<file path="config.mk">
export PLATFORM = sky130hd
export DESIGN_NAME = pipe_stage_reg
export DESIGN_NICKNAME = d
export VERILOG_FILES = /design/src/rtl/pipe_stage_reg.sv
export SDC_FILE = /design/constraint.sdc
export NUM_CORES = 1
export LEC_CHECK = 0
export BUFFER_PORTS_ARGS = -buffer_cell sky130_fd_sc_hd__buf_2
export CORE_MARGIN = 3
export CORE_UTILIZATION = 51
export DETAILED_ROUTE_END_ITERATION = 10
export PLACE_DENSITY_LB_ADDON = 0.3
export SYNTH_ARGS = -nofsm -noshare
export SYNTH_HDL_FRONTEND = slang
export SYNTH_SLANG_ARGS = --single-unit
</file>
<file path="constraint.sdc">
create_clock -name clk -period 2 [get_ports clk]
set_input_delay 0.1 -clock clk [delete_from_list [all_inputs] [get_ports clk]]
set_output_delay 0.1 -clock clk [all_outputs]
set_load 0.02 [all_outputs]
</file>
<file path="src/rtl/pipe_stage_reg.sv">
// Pipeline stage register with valid/ready handshake, a two-entry skid buffer,
// a synchronous flush that inserts bubbles, and a saturating bubble counter.
module pipe_stage_reg #(
  parameter int CTRL_W = 10,
  parameter int DATA_W = 138,
  parameter int CNT_W  = 16
) (
  input  logic              clk,
  input  logic              rst_n,
  input  logic              in_valid,
  output logic              in_ready,
  input  logic [CTRL_W-1:0] in_ctrl,
  input  logic [DATA_W-1:0] in_data,
  input  logic              flush,
  output logic              out_valid,
  input  logic              out_ready,
  output logic [CTRL_W-1:0] out_ctrl,
  output logic [DATA_W-1:0] out_data,
  output logic [1:0]        occupancy,
  output logic [CNT_W-1:0]  bubble_cnt
);

  typedef enum logic [1:0] {
    ST_EMPTY = 2'd0,
    ST_ONE   = 2'd1,
    ST_FULL  = 2'd2
  } state_t;

  state_t            r_state;
  state_t            w_state_nxt;
  logic [CTRL_W-1:0] r_main_ctrl;
  logic [CTRL_W-1:0] r_skid_ctrl;
  logic [DATA_W-1:0] r_main_data;
  logic [DATA_W-1:0] r_skid_data;
  logic [CTRL_W-1:0] w_main_ctrl_nxt;
  logic [CTRL_W-1:0] w_skid_ctrl_nxt;
  logic [DATA_W-1:0] w_main_data_nxt;
  logic [DATA_W-1:0] w_skid_data_nxt;
  logic [CNT_W-1:0]  r_bubble_cnt;
  logic              w_push;
  logic              w_pop;
  logic              w_bubble;

  // in_ready and out_valid come only from the state register, so out_ready never
  // reaches in_ready combinationally.
  assign in_ready  = (r_state != ST_FULL);
  assign out_valid = (r_state != ST_EMPTY);
  assign out_ctrl  = out_valid ? r_main_ctrl : {CTRL_W{1'b0}};
  assign out_data  = r_main_data;
  assign occupancy = r_state;
  assign bubble_cnt = r_bubble_cnt;

  assign w_push   = in_valid & in_ready;
  assign w_pop    = out_valid & out_ready;
  assign w_bubble = out_ready & ~out_valid;

  // Next-state and register-load selection; flush overrides any push or pop.
  always_comb begin
    w_state_nxt     = r_state;
    w_main_ctrl_nxt = r_main_ctrl;
    w_main_data_nxt = r_main_data;
    w_skid_ctrl_nxt = r_skid_ctrl;
    w_skid_data_nxt = r_skid_data;
    if (flush) begin
      w_state_nxt = ST_EMPTY;
    end else begin
      case (r_state)
        ST_EMPTY: begin
          if (w_push) begin
            w_state_nxt     = ST_ONE;
            w_main_ctrl_nxt = in_ctrl;
            w_main_data_nxt = in_data;
          end else begin
            w_state_nxt = ST_EMPTY;
          end
        end
        ST_ONE: begin
          if (w_push && w_pop) begin
            w_main_ctrl_nxt = in_ctrl;
            w_main_data_nxt = in_data;
          end else if (w_push) begin
            w_state_nxt     = ST_FULL;
            w_skid_ctrl_nxt = in_ctrl;
            w_skid_data_nxt = in_data;
          end else if (w_pop) begin
            w_state_nxt = ST_EMPTY;
          end else begin
            w_state_nxt = ST_ONE;
          end
        end
        ST_FULL: begin
          if (w_pop) begin
            w_state_nxt     = ST_ONE;
            w_main_ctrl_nxt = r_skid_ctrl;
            w_main_data_nxt = r_skid_data;
          end else begin
            w_state_nxt = ST_FULL;
          end
        end
        default: begin
          w_state_nxt = ST_EMPTY;
        end
      endcase
    end
  end

  // State and payload registers.
  always_ff @(posedge clk or negedge rst_n) begin
    if (!rst_n) begin
      r_state     <= ST_EMPTY;
      r_main_ctrl <= {CTRL_W{1'b0}};
      r_main_data <= {DATA_W{1'b0}};
      r_skid_ctrl <= {CTRL_W{1'b0}};
      r_skid_data <= {DATA_W{1'b0}};
    end else begin
      r_state     <= w_state_nxt;
      r_main_ctrl <= w_main_ctrl_nxt;
      r_main_data <= w_main_data_nxt;
      r_skid_ctrl <= w_skid_ctrl_nxt;
      r_skid_data <= w_skid_data_nxt;
    end
  end

  // Saturating count of cycles where downstream was ready but got nothing.
  always_ff @(posedge clk or negedge rst_n) begin
    if (!rst_n) begin
      r_bubble_cnt <= {CNT_W{1'b0}};
    end else if (w_bubble && (r_bubble_cnt != {CNT_W{1'b1}})) begin
      r_bubble_cnt <= r_bubble_cnt + CNT_W'(1);
    end else begin
      r_bubble_cnt <= r_bubble_cnt;
    end
  end

endmodule

</file>
== Yosys cells after proc, flatten, opt, wreduce, memory -nomap -nowiden ==
Cells that the tools add are included.

* Bits in registers: 314
* Bits of input ports: 153
* Word-level logic and storage cells: 44

* Add/sub/neg operators: 1
* Eq/ne operators: 8
* Multiplexer cells: 16
* Bitwise logic cells: 6
* Reductions and logical operators: 7

{| class="wikitable"
|+ Operators with widths
! kind !! number
|-
| $mux 138 || 3
|-
| $pmux 138 s3 || 1
|-
| $mux 10 || 4
|-
| $pmux 10 s3 || 1
|-
| $add 16x1->16 const B || 1
|-
| $ne 16x16->1 const B || 1
|-
| $mux 2 || 4
|-
| $ne 2x2->1 const B || 4
|-
| $pmux 2 s3 || 1
|-
| $reduce_and 5->1 || 1
|-
| $reduce_and 4->1 || 1
|-
| $and 1x1->1 || 3
|-
| $ne 3x3->1 const B || 1
|-
| $not 1->1 || 3
|-
| $reduce_bool 3->1 || 1
|-
| $eq 2x1->1 const B || 1
|-
| $eq 2x2->1 const B || 1
|-
| $logic_and 1x1->1 || 2
|-
| $logic_not 2->1 || 1
|-
| $mux 1 || 2
|-
| $reduce_bool 2->1 || 1
|}

== Longest topological paths before layout ==
* Depth after elaboration: 7
* Gate-level depth with buffers: 8
* Mapped depth without buffers: 5

== Worst setup path after synthesis ==
OpenSTA, ideal clock, no wires.

* Path kind: register to register
* Start: register r_bubble_cnt[0], in the netlist bubble_cnt[0]
* End: register r_bubble_cnt[3], in the netlist bubble_cnt[3]
* Data arrival time: 1.659 ns
* Data required time: 1.869 ns
* Path slack: 0.210 ns
* Stages on the path, launching flop included: 7
* Period minus slack after synthesis: 1.790 ns
* Cells stage by stage: dfrtp_1 ha_1 and4_1 a41oi_2 buf_6 nand4_1 xnor2_1

* Cells in the longest elaborated chain, start to end: 2
* Elaborated cells on any way between the ends: 3
* Classes of those cells: add/sub: 1; eq/ne: 1; reduce/logical: 1

{| class="wikitable"
|+ RTL lines
! item !! RTL line !! text
|-
| start, declared || 39 || <nowiki>logic [CNT_W-1:0] r_bubble_cnt;</nowiki>
|-
| start signal, assigned || 127 || <nowiki>r_bubble_cnt <= {CNT_W{1'b0}};</nowiki>
|-
| start signal, assigned || 129 || <nowiki>r_bubble_cnt <= r_bubble_cnt + CNT_W'(1);</nowiki>
|-
| start signal, assigned || 131 || <nowiki>r_bubble_cnt <= r_bubble_cnt;</nowiki>
|-
| branches (longest 2 deep; another with $add 16x1->16) || -- ||
|}

Several ways; the timed one is not identified.
A chain may end at the register's enable or synchronous reset.

== Worst setup path after layout ==
* Start: register r_state[0], in the netlist occupancy[0]
* End: register r_skid_data[94]

* Cells in the longest elaborated chain, start to end: 5
* Elaborated cells on any way between the ends: 8
* Classes of those cells: eq/ne: 2; bitwise: 3; reduce/logical: 3

{| class="wikitable"
|+ RTL lines
! item !! RTL line !! text
|-
| start, declared || 29 || <nowiki>state_t r_state;</nowiki>
|-
| start signal, assigned || 116 || <nowiki>r_state <= w_state_nxt;</nowiki>
|-
| $ne 2x2->1 / $reduce_bool 2->1 (equally long branches) || 46, 47 ||
|-
| $and 1x1->1 (on tied branches) || 53, 54 ||
|-
| $logic_and 1x1->1 || 78 || <nowiki>if (w_push && w_pop) begin</nowiki>
|-
| $not 1->1 (no source line) || -- ||
|-
| $reduce_and 4->1 (no source line) (*) || -- ||
|-
| end signal, assigned || 114 || <nowiki>r_skid_data <= {DATA_W{1'b0}};</nowiki>
|-
| end signal, assigned || 120 || <nowiki>r_skid_data <= w_skid_data_nxt;</nowiki>
|-
| end, declared || 34 || <nowiki>logic [DATA_W-1:0] r_skid_data;</nowiki>
|}

Mark *: on every way between the ends. The rest lies on a longest branch, timed or not.

==> flow_metrics.py <==
metrics = {
    "timing": {
        "slew_viol_final": 0,
        "setup_slack_ns": 0.134,
        "slew_headroom_pct": 66.4,
        "timing.final.crit_share_pct": 93.3,
        "worst_pin_slew_ns": 0.504,
        "skew_ns": 0.0111,
        "rsz0062_at_grt": "false",
        "setup_tns_ns": 0,
        "timing.hold.ws_ns": 0.0146,
        "timing.fmax_ghz": 0.536,
        "finalSetupViolations": 0,
        "hold_violations": 0,
        "timing.final.crit_period_ns": 1.87,
    },
    "logic_synthesis": {
        "syn_nets": 1346,
        "yosys.area.top_type_share_pct": 55.5,
        "synth_area_um2": 14200,
        "synth_top_cell_by_area": "dfrtp_1",
        "postSynthCellCount": 1192,
        "yosysWarnings": 0,
        "ys_ff_latch": 314,
        "synth_cell_types": 32,
        "netlist_top_cells_area": "dfrtp_1 (55%), mux2_2 (15%), nand2_1 (12%), mux2_4 (11%), buf_6 (1.2%)",
        "synth_area_per_cell_um2": 11.9,
        "synth_seq_area_share_pct": 55.5,
    },
    "critical_path": {
        "path_class": "reg -> reg",
        "critical_path_arrival_ns": 2.25,
        "cp_slowest_cell": "dfrtp_1",
        "cp_num_cells": 5,
        "worstPathRequired_ns": 2.38,
        "max_stage_delay_ns": 0.47,
        "crit_buf_inv": 2,
        "cp_max_fo": 32,
        "rr_worst_depth": 5,
        "cp-end-kind": "flop",
        "crit_family": "simple AND/OR/NAND/NOR gates",
        "worstSetupStartpointType": "flop",
        "critical_path.cell_chain": "nand2b_1, nor3b_4, buf_4, buf_12, mux2_2",
        "r2r-start": "occupancy[0]",
        "worstSetupStartpoint": "occupancy[0]",
    },
    "power_and_ir_drop": {
        "leakage_nw": 9.50,
        "ir_worst_vdd_uv": 825,
        "power_density_nw_per_um2": 1040,
    },
    "routing": {
        "vias_per_cell": 5.06,
        "routed_wl_um": 35800,
        "ant_nets": 0,
        "num_vias": 10500,
        "wl_per_cell_um": 17.3,
        "drt-initial-drc-count": 557,
        "dr.pass1.iters": 5,
        "drcViolationCount": 0,
    },
    "cells_and_area": {
        "layout-drive-gt1-share_pct": 41.2,
        "area_delta_synth_final_pct": 34.5,
        "final_util_pct": 70.3,
        "final_cells": 2067,
        "nNetsFinal": 1826,
    },
    "floorplanning": {
        "io_pins": 321,
        "core-area_um2": 27100,
        "dieHeight_um": 173,
        "floorplan.rows": 60,
        "start_util_pct": 52.3,
        "die_x_um": 173,
        "dieArea_um2": 29800,
    },
    "placed_design": {
        "io_buffer_count": 320,
        "place.gp.congestion": 0.764,
        "dp_cells": 1855,
        "place_hpwl_um": 21800,
        "dp_worst_setup_slack_ns": 0.107,
    },
    "clocking": {
        "clk_latency_ns": 0.50,
        "clockBufferDepth": 3,
        "clock-root-buffer": "clkbuf_16",
        "htreeDepth": 2,
        "cts_buffers": 35,
        "cts_tree": "yes",
        "clock_sinks": 314,
        "cts.clk_slew.worst_paths_ns": 0.06,
    },
    "global_route": {
        "first_global_vias": 10900,
        "grt_start_max_net_pins": 92,
        "grt_overflow": 0,
        "grt_antenna_before_repair": 1,
        "grt_util_all_layers_pct": 23.6,
        "grt_pass1_wl_um": 58400,
    },
    "run_status": {
        "outcome": "complete, no violations",
    },
    "hold_path": {
        "hp-class": "in -> reg",
        "hold_start": "in_valid",
        "whs_path_depth": 4,
    },
    "job": {
        "maxCapViolCount": 0,
    },
}
per-stage QoR:
stage | area [µm²] | total power [mW]
final | 19100 | 19.8
after global routing | 19000 | 20.7
after CTS | 19000 | 19.9
after detailed placement | 16400 | 13.2
after global placement | 16400 | 13.0
after floorplan | 14200 | 11.6
layout by cell type (no fill, tap or decap), drive strengths merged, types with 2 or more instances in the layout:
cell type      n
dfrtp        314
and3           3
nand3          5
bufinv         2
clkbuf        57
nor2b         13
dlygate4sd3  151
xor2           4
nand2        449
buf          358
and4           3
nor2           5
inv            2
mux2         297
xnor2         12
nand4          7
registers in the layout, indices dropped and copies added (netlist names):
signal / cells
r_skid_ctrl: 10
bubble_cnt: 16
out_data: 138
occupancy: 2
r_main_ctrl: 10
r_skid_data: 138
worst paths after layout:
kind                       slack, ns               to
max                             0.13  r_skid_data[94]
max in group asynchronous       1.16    out_data[125]
min in group asynchronous       0.11     out_data[36]
min                             0.01     occupancy[0]
max reg2reg                     0.13  r_skid_data[94]
min reg2reg                     0.48    out_data[112]
worst register-to-register path, stage by stage, from the launching register on:
cell and delay (ns):
dfrtp_1 0.47, nand2b_1 0.19, nor3b_4 0.28, buf_4 0.21, buf_12 0.21, mux2_2 0.40
metal layers:
metal	vias up	share of wire (%)	global-route usage, %
li1	4896	-	-
met1	5131	42	30.5
met2	342	48	39.9
met3	89	6.0	5.20
met4	2	3.4	7.91
met5	-	0.020	0
timing repair:
item,4_1_cts,5_1_grt
hold endpoints to repair,612,0
hold buffers,151,0
setup buffers,0,0
setup endpoints to repair,0,2
resized for setup,0,2
cells by family (layout without fill, tap and decap cells):
family	after synthesis	count (layout)	share of synthesized area, %
buffers and inverters	69	571	3.12
DFF	314	314	55.5
and+or+nand+nor	491	491	13.8
AOI/OAI and AO/OA	4	4	0.300
muxes	297	297	26.3
xor gates and xnor gates	16	16	0.989
other	0	1	0
adders and majority gates	1	1	0.0883
synthesized netlist by cell type (all sizes together):
library cell    n
nand2         449
dfrtp         314
mux2          297
buf            54
clkbuf         13
nor2b          13
xnor2          12
nand4           7
nand3           5
nor2            5
xor2            4
and3            3
and4            3
inv             2
a21oi           1
a22oi           1
a2bb2oi         1
a41oi           1
and3b           1
ha              1
nand2b          1
nor3            1
nor3b           1
nor4            1
or3b            1
where the power goes:
group / switching [mW] / internal (mW)
registers: 0.944 / 7.91
clock network: 2.44 / 3.96
logic: 2.17 / 2.38
total: 5.56 / 14.3
final cells by class:
| class | count | area, µm² |
|---|---|---|
| clock buffers | 56 | 1090 |
| multi-input cells | 809 | 5890 |
| inverters | 2 | 10.0 |
| clock inverters | 3 | 65.1 |
| fillers | 1820 | 8050 |
| diodes | 1 | 2.50 |
| repair buffers | 510 | 3680 |
| flip-flops and latches | 314 | 7860 |
| well taps | 372 | 465 |
(Power assumes the default switching activity.)
